<file path="src/rtl/raycast_column_scheduler.sv">
// Frame sequencer for the slice-height calculator: snapshots the pose, walks every
// column through begin/end handshakes with a watchdog, and hands clamped results to the draw stage.
module raycast_column_scheduler #(
    parameter int NUM_COLS = 160,
    parameter int SCREEN_H = 120,
    parameter int TIMEOUT  = 1023
) (
    input  logic               clock,
    input  logic               reset,
    input  logic               frame_start,
    input  logic signed [12:0] playerX_in,
    input  logic signed [12:0] playerY_in,
    input  logic signed [9:0]  angle_X_in,
    input  logic signed [9:0]  angle_Y_in,
    output logic signed [12:0] calc_playerX,
    output logic signed [12:0] calc_playerY,
    output logic signed [9:0]  calc_angle_X,
    output logic signed [9:0]  calc_angle_Y,
    output logic [7:0]         column_count,
    output logic               begin_calc,
    input  logic               end_calc,
    input  logic [6:0]         slice_size,
    output logic               slice_valid,
    input  logic               slice_ready,
    output logic [7:0]         slice_column,
    output logic [6:0]         slice_height,
    output logic [6:0]         slice_top,
    output logic               frame_busy,
    output logic               frame_done,
    output logic               timeout_err
);

    localparam logic [2:0] S_IDLE    = 3'd0;
    localparam logic [2:0] S_START   = 3'd1;
    localparam logic [2:0] S_WAIT    = 3'd2;
    localparam logic [2:0] S_PRESENT = 3'd3;
    localparam logic [2:0] S_DONE    = 3'd4;

    localparam int              WD_W       = $clog2(TIMEOUT + 1);
    localparam logic [WD_W-1:0] WD_LAST    = WD_W'(TIMEOUT - 1);
    localparam logic [7:0]      LAST_COL   = 8'(NUM_COLS - 1);
    localparam logic [6:0]      SCREEN_H_W = 7'(SCREEN_H);

    logic [2:0]      state;
    logic [WD_W-1:0] watchdog;
    logic [6:0]      clamped_size;

    assign clamped_size = (slice_size > SCREEN_H_W) ? SCREEN_H_W : slice_size;

    // The watchdog is compared against TIMEOUT-1 so that it reaches TIMEOUT on the
    // same edge that forces the column out, giving slice_valid at S+TIMEOUT+1.
    // NOTE: every register here is written with <= so all updates see pre-edge values.
    always_ff @(posedge clock) begin
        if (reset) begin
            state        <= S_IDLE;
            calc_playerX <= '0;
            calc_playerY <= '0;
            calc_angle_X <= '0;
            calc_angle_Y <= '0;
            column_count <= '0;
            watchdog     <= '0;
            slice_column <= '0;
            slice_height <= '0;
            timeout_err  <= 1'b0;
        end else begin
            case (state)
                S_IDLE: begin
                    if (frame_start) begin
                        calc_playerX <= playerX_in;
                        calc_playerY <= playerY_in;
                        calc_angle_X <= angle_X_in;
                        calc_angle_Y <= angle_Y_in;
                        column_count <= '0;
                        timeout_err  <= 1'b0;
                        state        <= S_START;
                    end
                end
                S_START: begin
                    watchdog <= '0;
                    state    <= S_WAIT;
                end
                S_WAIT: begin
                    watchdog <= watchdog + 1'b1;
                    if (end_calc) begin
                        slice_height <= clamped_size;
                        slice_column <= column_count;
                        state        <= S_PRESENT;
                    end else if (watchdog == WD_LAST) begin
                        slice_height <= '0;
                        slice_column <= column_count;
                        timeout_err  <= 1'b1;
                        state        <= S_PRESENT;
                    end
                end
                S_PRESENT: begin
                    if (slice_ready) begin
                        if (column_count == LAST_COL) begin
                            state <= S_DONE;
                        end else begin
                            column_count <= column_count + 8'd1;
                            state        <= S_START;
                        end
                    end
                end
                S_DONE: begin
                    state <= S_IDLE;
                end
                default: begin
                    state <= S_IDLE;
                end
            endcase
        end
    end

    assign begin_calc  = (state == S_START);
    assign slice_valid = (state == S_PRESENT);
    assign frame_done  = (state == S_DONE);
    assign frame_busy  = (state != S_IDLE);

    // The clamp bounds slice_height to SCREEN_H, so this subtraction never wraps.
    assign slice_top = (SCREEN_H_W - slice_height) >> 1;

endmodule

</file>
<file path="config.mk">
export PLATFORM = sky130hd
export DESIGN_NAME = raycast_column_scheduler
export DESIGN_NICKNAME = d
export VERILOG_FILES = /design/src/rtl/raycast_column_scheduler.sv
export SDC_FILE = /design/constraint.sdc
export NUM_CORES = 1
export LEC_CHECK = 0
export CORE_UTILIZATION = 43
export CTS_CLUSTER_SIZE = 40
export DETAILED_ROUTE_END_ITERATION = 8
export MAX_ROUTING_LAYER = met4
export PLACE_DENSITY_LB_ADDON = 0.1
export SYNTH_ARGS = -nofsm -noshare
export SYNTH_HDL_FRONTEND = slang
export SYNTH_SLANG_ARGS = --single-unit
</file>
<file path="constraint.sdc">
create_clock -name clock -period 2.2 [get_ports clock]
set_input_delay 0.22 -clock clock [delete_from_list [all_inputs] [get_ports clock]]
set_output_delay 0.22 -clock clock [all_outputs]
set_load 0.03 [all_outputs]
</file>
==> flow_metrics.env, run 1 <==
export IMPL_routed_top_layer="met4"
export IMPL_synth_edff_count=0
export IMPL_initial_core_util=0.4437
export IMPL_areaGrowthSynthToFinish_pct=48.91
export IMPL_place_congestion=0.8258
export IMPL_mostFrequentLayoutCell="clkdlybuf4s50_1"
export IMPL_dr_pass1_iters=4
export IMPL_vias_per_cell=5.038
export IMPL_dpl_cell_count=643
export IMPL_final_setup_tns_ns=0
export IMPL_core_area_um2=7727
export IMPL_finalCritPeriodShare=0.9364
export IMPL_grt_max_degree=51
export IMPL_yosys_area_top_type="dfxtp_1"
export IMPL_synth_top_area_frac=0.4847
export IMPL_ys_types=47
export IMPL_r2r_start="column_count[0]"
export IMPL_hold_path_startpoint="reset"
export IMPL_cts_buffers=9
export IMPL_die_area_um2=8334
export IMPL_drtAntennaViolNets=0
export IMPL_wl_mm=8.592
export IMPL_grt_use_total=0.2134
export IMPL_cap_violations=0
export IMPL_io_pin_count=139
export IMPL_grt_pass1_wl_mm=13.92
export IMPL_htree_levels=3
export IMPL_slowest_stage="clkdlybuf4s50_1"
export IMPL_insertedDiodeCount=0
export IMPL_crit_type="register to primary output"
export IMPL_finalMaxSlewViolations=0
export IMPL_hold_class="input port to register"
export IMPL_start_kind="register"
export IMPL_antenna_found_initial=0
export IMPL_critPathLaunch="slice_height[0]"
export IMPL_powerDensity_nw_per_um2=697.3
export IMPL_clock_sinks=83
export IMPL_min_period_ns=2.060
export IMPL_post_cts_buffers=0
export IMPL_worstPathCellList="nor3_1 > xnor2_1 > clkdlybuf4s50_1"
export IMPL_instances_no_fill=659
export IMPL_clock_path_buffers=2
export IMPL_fin_skew_ns=0.01253
export IMPL_fmax_mhz=485.4
export IMPL_nets=614
export IMPL_synthArstFlopShare=0
export IMPL_cpPeakStageDelay_ns=0.68
export IMPL_finalPower_uw=3560
export IMPL_grt_pass1_vias=2975
export IMPL_remaining_drc_errors=0
export IMPL_rsz0062_at_grt="no"
export IMPL_numPortBuffers=137
export IMPL_clkTransAtPathRegs_ns=0.08
export IMPL_gr_total_overflow=0
export IMPL_drt_iter0_markers=109
export IMPL_ys_flop_type="dfxtp_1"
export IMPL_hold_buffers=0
export IMPL_wl_per_cell_um=13.04
export IMPL_worst_path_max_fanout=4
export IMPL_netlist_area_um2=3428
export IMPL_syn_area_per_cell_um2=8.124
export IMPL_final_cell_mix="clkdlybuf4s50_1, nand2_1, dfxtp_1"
export IMPL_wl_met1_mm=3.845
export IMPL_leakagePower_uw=0.001799
export IMPL_dp_final_hpwl_mm=6.119
export IMPL_critPathTopFamily="buffers and inverters"
export IMPL_wl_met3_um=473
export IMPL_synth_area_leaders="dfxtp_1, nand2_1, a21oi_1"
export IMPL_crit_arrival_ns=1.84
export IMPL_finalHoldViolCount=0
export IMPL_crit_required_ns=1.98
export IMPL_synth_fp_nets=484
export IMPL_met2WireLength_mm=4.124
export IMPL_synth_cells=422
export IMPL_synth_seq_cells=83
export IMPL_status="complete, no violations"
export IMPL_setup_violations=0
export IMPL_peakVddDrop_v=0.0003651
export IMPL_clock_latency_ns=0.35
export IMPL_cp_end_kind="primary output"
export IMPL_worst_slew_pin_slew_ns=0.5401
export IMPL_fp_dieW_um=91.29
export IMPL_root_buffer="clkbuf_8"
export IMPL_layout_drive_gt1_share=0.06822
export IMPL_path_buf_inv=1
export IMPL_synth_seq_area_share=0.4847
export IMPL_max_slew_margin_rel=0.6375
export IMPL_cts_tree="yes"
export IMPL_yosysWarnings=0
export IMPL_die_h_um=91.29
export IMPL_num_vias=3320
export IMPL_rows=32
==> state kept, by name, summed over array words and instances (netlist names) <==
register      flops
calc_angle_X     10
calc_angle_Y     10
calc_playerX     13
calc_playerY     13
column_count      8
slice_column      8
slice_height      7
state             3
timeout_err       1
watchdog         10
==> cell families after synthesis <==
| family | Yosys count | synth area share |
|---|---|---|
| adders and majority gates | 4 | 0.01460 |
| muxes | 8 | 0.02336 |
| buffers and inverters | 41 | 0.05364 |
| DFF | 83 | 0.4847 |
| other | 1 | 0.001094 |
| AOI/OAI and AO/OA | 93 | 0.1613 |
| and+or+nand+nor | 187 | 0.2485 |
| xor gates and xnor gates | 5 | 0.01277 |
==> what timing repair did <==
item	4_1_cts	5_1_grt
hold endpoints to repair	0	0
gates resized for setup	4	0
endpoints found under the setup margin	4	0
==> final timing paths <==
check / endpoint / slack [ns] / cells past startpoint
max: slice_top[2] / 0.14 / 3
min: column_count[1] / 0.24 / 2
max reg2reg: column_count[4] / 0.29 / 7
min reg2reg: calc_playerX[0] / 0.46 / 2
==> power by group <==
part           internal (uW)  switching, uW  leakage, uW
combinational            349            453      0.00103
clock                    588            543    0.0000978
sequential              1580           44.4     0.000676
total                   2520           1040      0.00180
==> per-layer routing <==
layer  vias up  track usage
met5         -            -
met4         0      0.06614
met3        14      0.06114
met2        94       0.3529
met1      1521       0.2510
li1       1691            -
==> cell type report <==
cell class	instances	area (um2)
flip-flops and latches	83	1662
clock buffers	11	151.4
clock inverters	5	61.31
repair buffers	148	1469
fillers	673	2623
inverters	12	45.04
well taps	102	127.6
multi-input cells	298	1589
==> worst register-to-register path, delay by kind of cell (launching register included) <==
kind            cells  cell delay [ns]
fa+ha+maj           1             0.24
simple gates        1             0.18
flops               1             0.43
buf+inv             2             0.36
compound gates      3             0.63
==> synth_stat cells (2+ instances only) <==
cell	instances
o31ai_1	4
or3b_2	2
nand2_1	123
clkbuf_1	18
or3b_1	2
xnor2_1	5
nor3_1	5
o211ai_1	5
ha_1	4
nand4_1	7
inv_1	11
a21boi_0	2
o21ai_0	5
nand3_1	10
mux2i_1	8
o32ai_1	4
dfxtp_1	83
a21oi_1	57
nor2_1	14
or3_1	7
o21a_1	3
a31oi_1	3
o311ai_0	2
a32o_1	3
or4_1	3
o21ai_1	2
buf_2	5
buf_4	4
or2_2	3
==> metrics by stage <==
stage / instance area [um2] / setup slack (ns) / hold slack (ns) / utilization
finish: 5105 / 0.1400 / 0.2406 / 0.6606
global route: 5105 / 0.006448 / 0.2584 / 0.6606
CTS: 5105 / 0.1227 / 0.2263 / 0.6606
detailed placement: 4897 / 0.2058 / 0.4474 / 0.6337
global placement: 4897 / 0.2600 / 0.4405 / 0.6337
floorplan: 3428 / 0.3810 / 0.3304 / -
(Power assumes the default switching activity.)
==> run 2, diff against run 1 <==
- CORE_MARGIN: default -> 4
- RECOVER_POWER: default -> 50
==> run 2 against run 1 <==
  * First-iteration DRC count up 28%
  * Largest power group unchanged
  * Critical path type unchanged
  * Total power down 2.5%
  * Fmax up 1.4%
  * Design area down 0.47%
  * Hold slack better by 0.16 ns
  * Critical endpoint is now begin_calc
  * Non-clock buffer count up 2
  * Clock power down 4%
  * Largest cell class unchanged
  * Combinational power down 5.2%
  * Wire length up 4.0%
==> flow_metrics.env, run 2 (synthesis gave the netlist of run 1 again) <==
export IMPL_status="complete, no violations"
export IMPL_path_buf_inv=2
export IMPL_grt_use_total=0.1948
export IMPL_place_congestion=0.8911
export IMPL_insertedDiodeCount=0
export IMPL_dr_pass1_iters=5
export IMPL_cp_end_kind="primary output"
export IMPL_layout_drive_gt1_share=0.06977
export IMPL_num_vias=3345
export IMPL_peakVddDrop_v=0.0003969
export IMPL_final_cell_mix="nand2_1, dfxtp_1, clkdlybuf4s50_1"
export IMPL_nets=616
export IMPL_clock_latency_ns=0.35
export IMPL_grt_max_degree=51
export IMPL_vias_per_cell=5.061
export IMPL_clkTransAtPathRegs_ns=0.09
export IMPL_min_period_ns=2.033
export IMPL_hold_buffers=0
export IMPL_dp_final_hpwl_mm=6.459
export IMPL_fp_dieW_um=97.29
export IMPL_nFillCells=692
export IMPL_cap_violations=0
export IMPL_finalMaxSlewViolations=0
export IMPL_antenna_found_initial=0
export IMPL_cts_tree="yes"
export IMPL_io_pin_count=139
export IMPL_grt_pass1_vias=3113
export IMPL_clock_sinks=83
export IMPL_finalCritPeriodShare=0.9239
export IMPL_clock_path_buffers=2
export IMPL_finalHoldViolCount=0
export IMPL_start_kind="register"
export IMPL_critPathTopFamily="simple AND/OR/NAND/NOR gates"
export IMPL_final_setup_tns_ns=0
export IMPL_worst_path_max_fanout=9
export IMPL_max_slew_margin_rel=0.5705
export IMPL_rsz0062_at_grt="no"
export IMPL_numPortBuffers=137
export IMPL_die_h_um=97.29
export IMPL_worstPathCellList="or3b_2 > inv_1 > dlygate4sd2_1"
export IMPL_instances_no_fill=661
export IMPL_hold_class="input port to register"
export IMPL_cts_buffers=9
export IMPL_core_area_um2=7727
export IMPL_wl_per_cell_um=13.52
export IMPL_drt_iter0_markers=139
export IMPL_fmax_mhz=492.0
export IMPL_powerDensity_nw_per_um2=683.4
export IMPL_gr_total_overflow=0
export IMPL_dpl_cell_count=645
export IMPL_areaGrowthSynthToFinish_pct=48.21
export IMPL_fin_skew_ns=0.01589
export IMPL_root_buffer="clkbuf_8"
export IMPL_worst_slew_pin_slew_ns=0.6443
export IMPL_finalPower_uw=3473
export IMPL_slowest_stage="or3b_2"
export IMPL_largest_registers="calc_playerX x13, calc_playerY x13"
export IMPL_setup_violations=0
export IMPL_remaining_drc_errors=0
export IMPL_leakagePower_uw=0.001992
export IMPL_mostFrequentLayoutCell="nand2_1"
export IMPL_grt_pass1_wl_mm=14.90
export IMPL_stdcell_area_um2=5081
export IMPL_crit_required_ns=1.98
export IMPL_crit_arrival_ns=1.81
export IMPL_whs_ns=0.4020
export IMPL_rows=32
export IMPL_die_area_um2=9465
export IMPL_cpPeakStageDelay_ns=0.57
export IMPL_place_area_um2=4912
export IMPL_wl_mm=8.939
export IMPL_initial_core_util=0.4437
export IMPL_post_cts_buffers=0
export IMPL_crit_type="register to primary output"
export IMPL_htree_levels=3
export IMPL_drtAntennaViolNets=0
[run 2: final timing paths]
check,start,slack [ns],depth (start not counted),endpoint
setup / recovery,state[2],0.17,3,begin_calc
hold / removal,angle_X_in[0],0.40,3,calc_angle_X[0]
setup reg to reg,state[1],0.28,5,watchdog[8]
hold reg to reg,slice_column[1],0.45,2,slice_column[1]
[run 2: cell type report]
cell class / count / area (um2) / area share
flip-flops and latches: 83 / 1662 / 0.3270
multi-input cells: 298 / 1580 / 0.3110
repair buffers: 150 / 1469 / 0.2891
well taps: 102 / 127.6 / 0.02512
clock buffers: 9 / 123.9 / 0.02438
clock inverters: 7 / 73.82 / 0.01453
inverters: 12 / 45.04 / 0.008865
[run 2: worst min-delay path, delay by kind of cell]
| kind | cells | cell delay, ns |
|---|---|---|
| buffers and inverters | 1 | 0.39 |
| AO/OA/AOI/OAI | 1 | 0.05 |
| AND/OR/NAND/NOR | 1 | 0.05 |
[run 2: stage by stage]
step | util | setup slack, ns
CTS | 0.6606 | 0.1246
floorplan | - | 0.3810
finish | 0.6575 | 0.1675
global route | 0.6575 | 0.04068
global placement | 0.6357 | 0.2775
detailed placement | 0.6357 | 0.2054
[run 2: timing repair]
action / CTS / global route
gates resized for setup: 4 / 0
endpoints found under the setup margin: 4 / 0
hold endpoints to repair: 0 / 0
[run 2: where the power goes]
part           internal [uW]  switching, uW
logic                    313            447
clock network            530            558
registers               1580           42.0
[run 2: metal layers]
| metal | wire [um] | track usage | vias up |
|---|---|---|---|
| met3 | 614 | 0.05456 | 17 |
| met4 | 154 | 0.07774 | 0 |
| met5 | 0 | - | - |
| met1 | 3861 | 0.2302 | 1523 |
| met2 | 4308 | 0.3148 | 106 |
| li1 | - | - | 1699 |
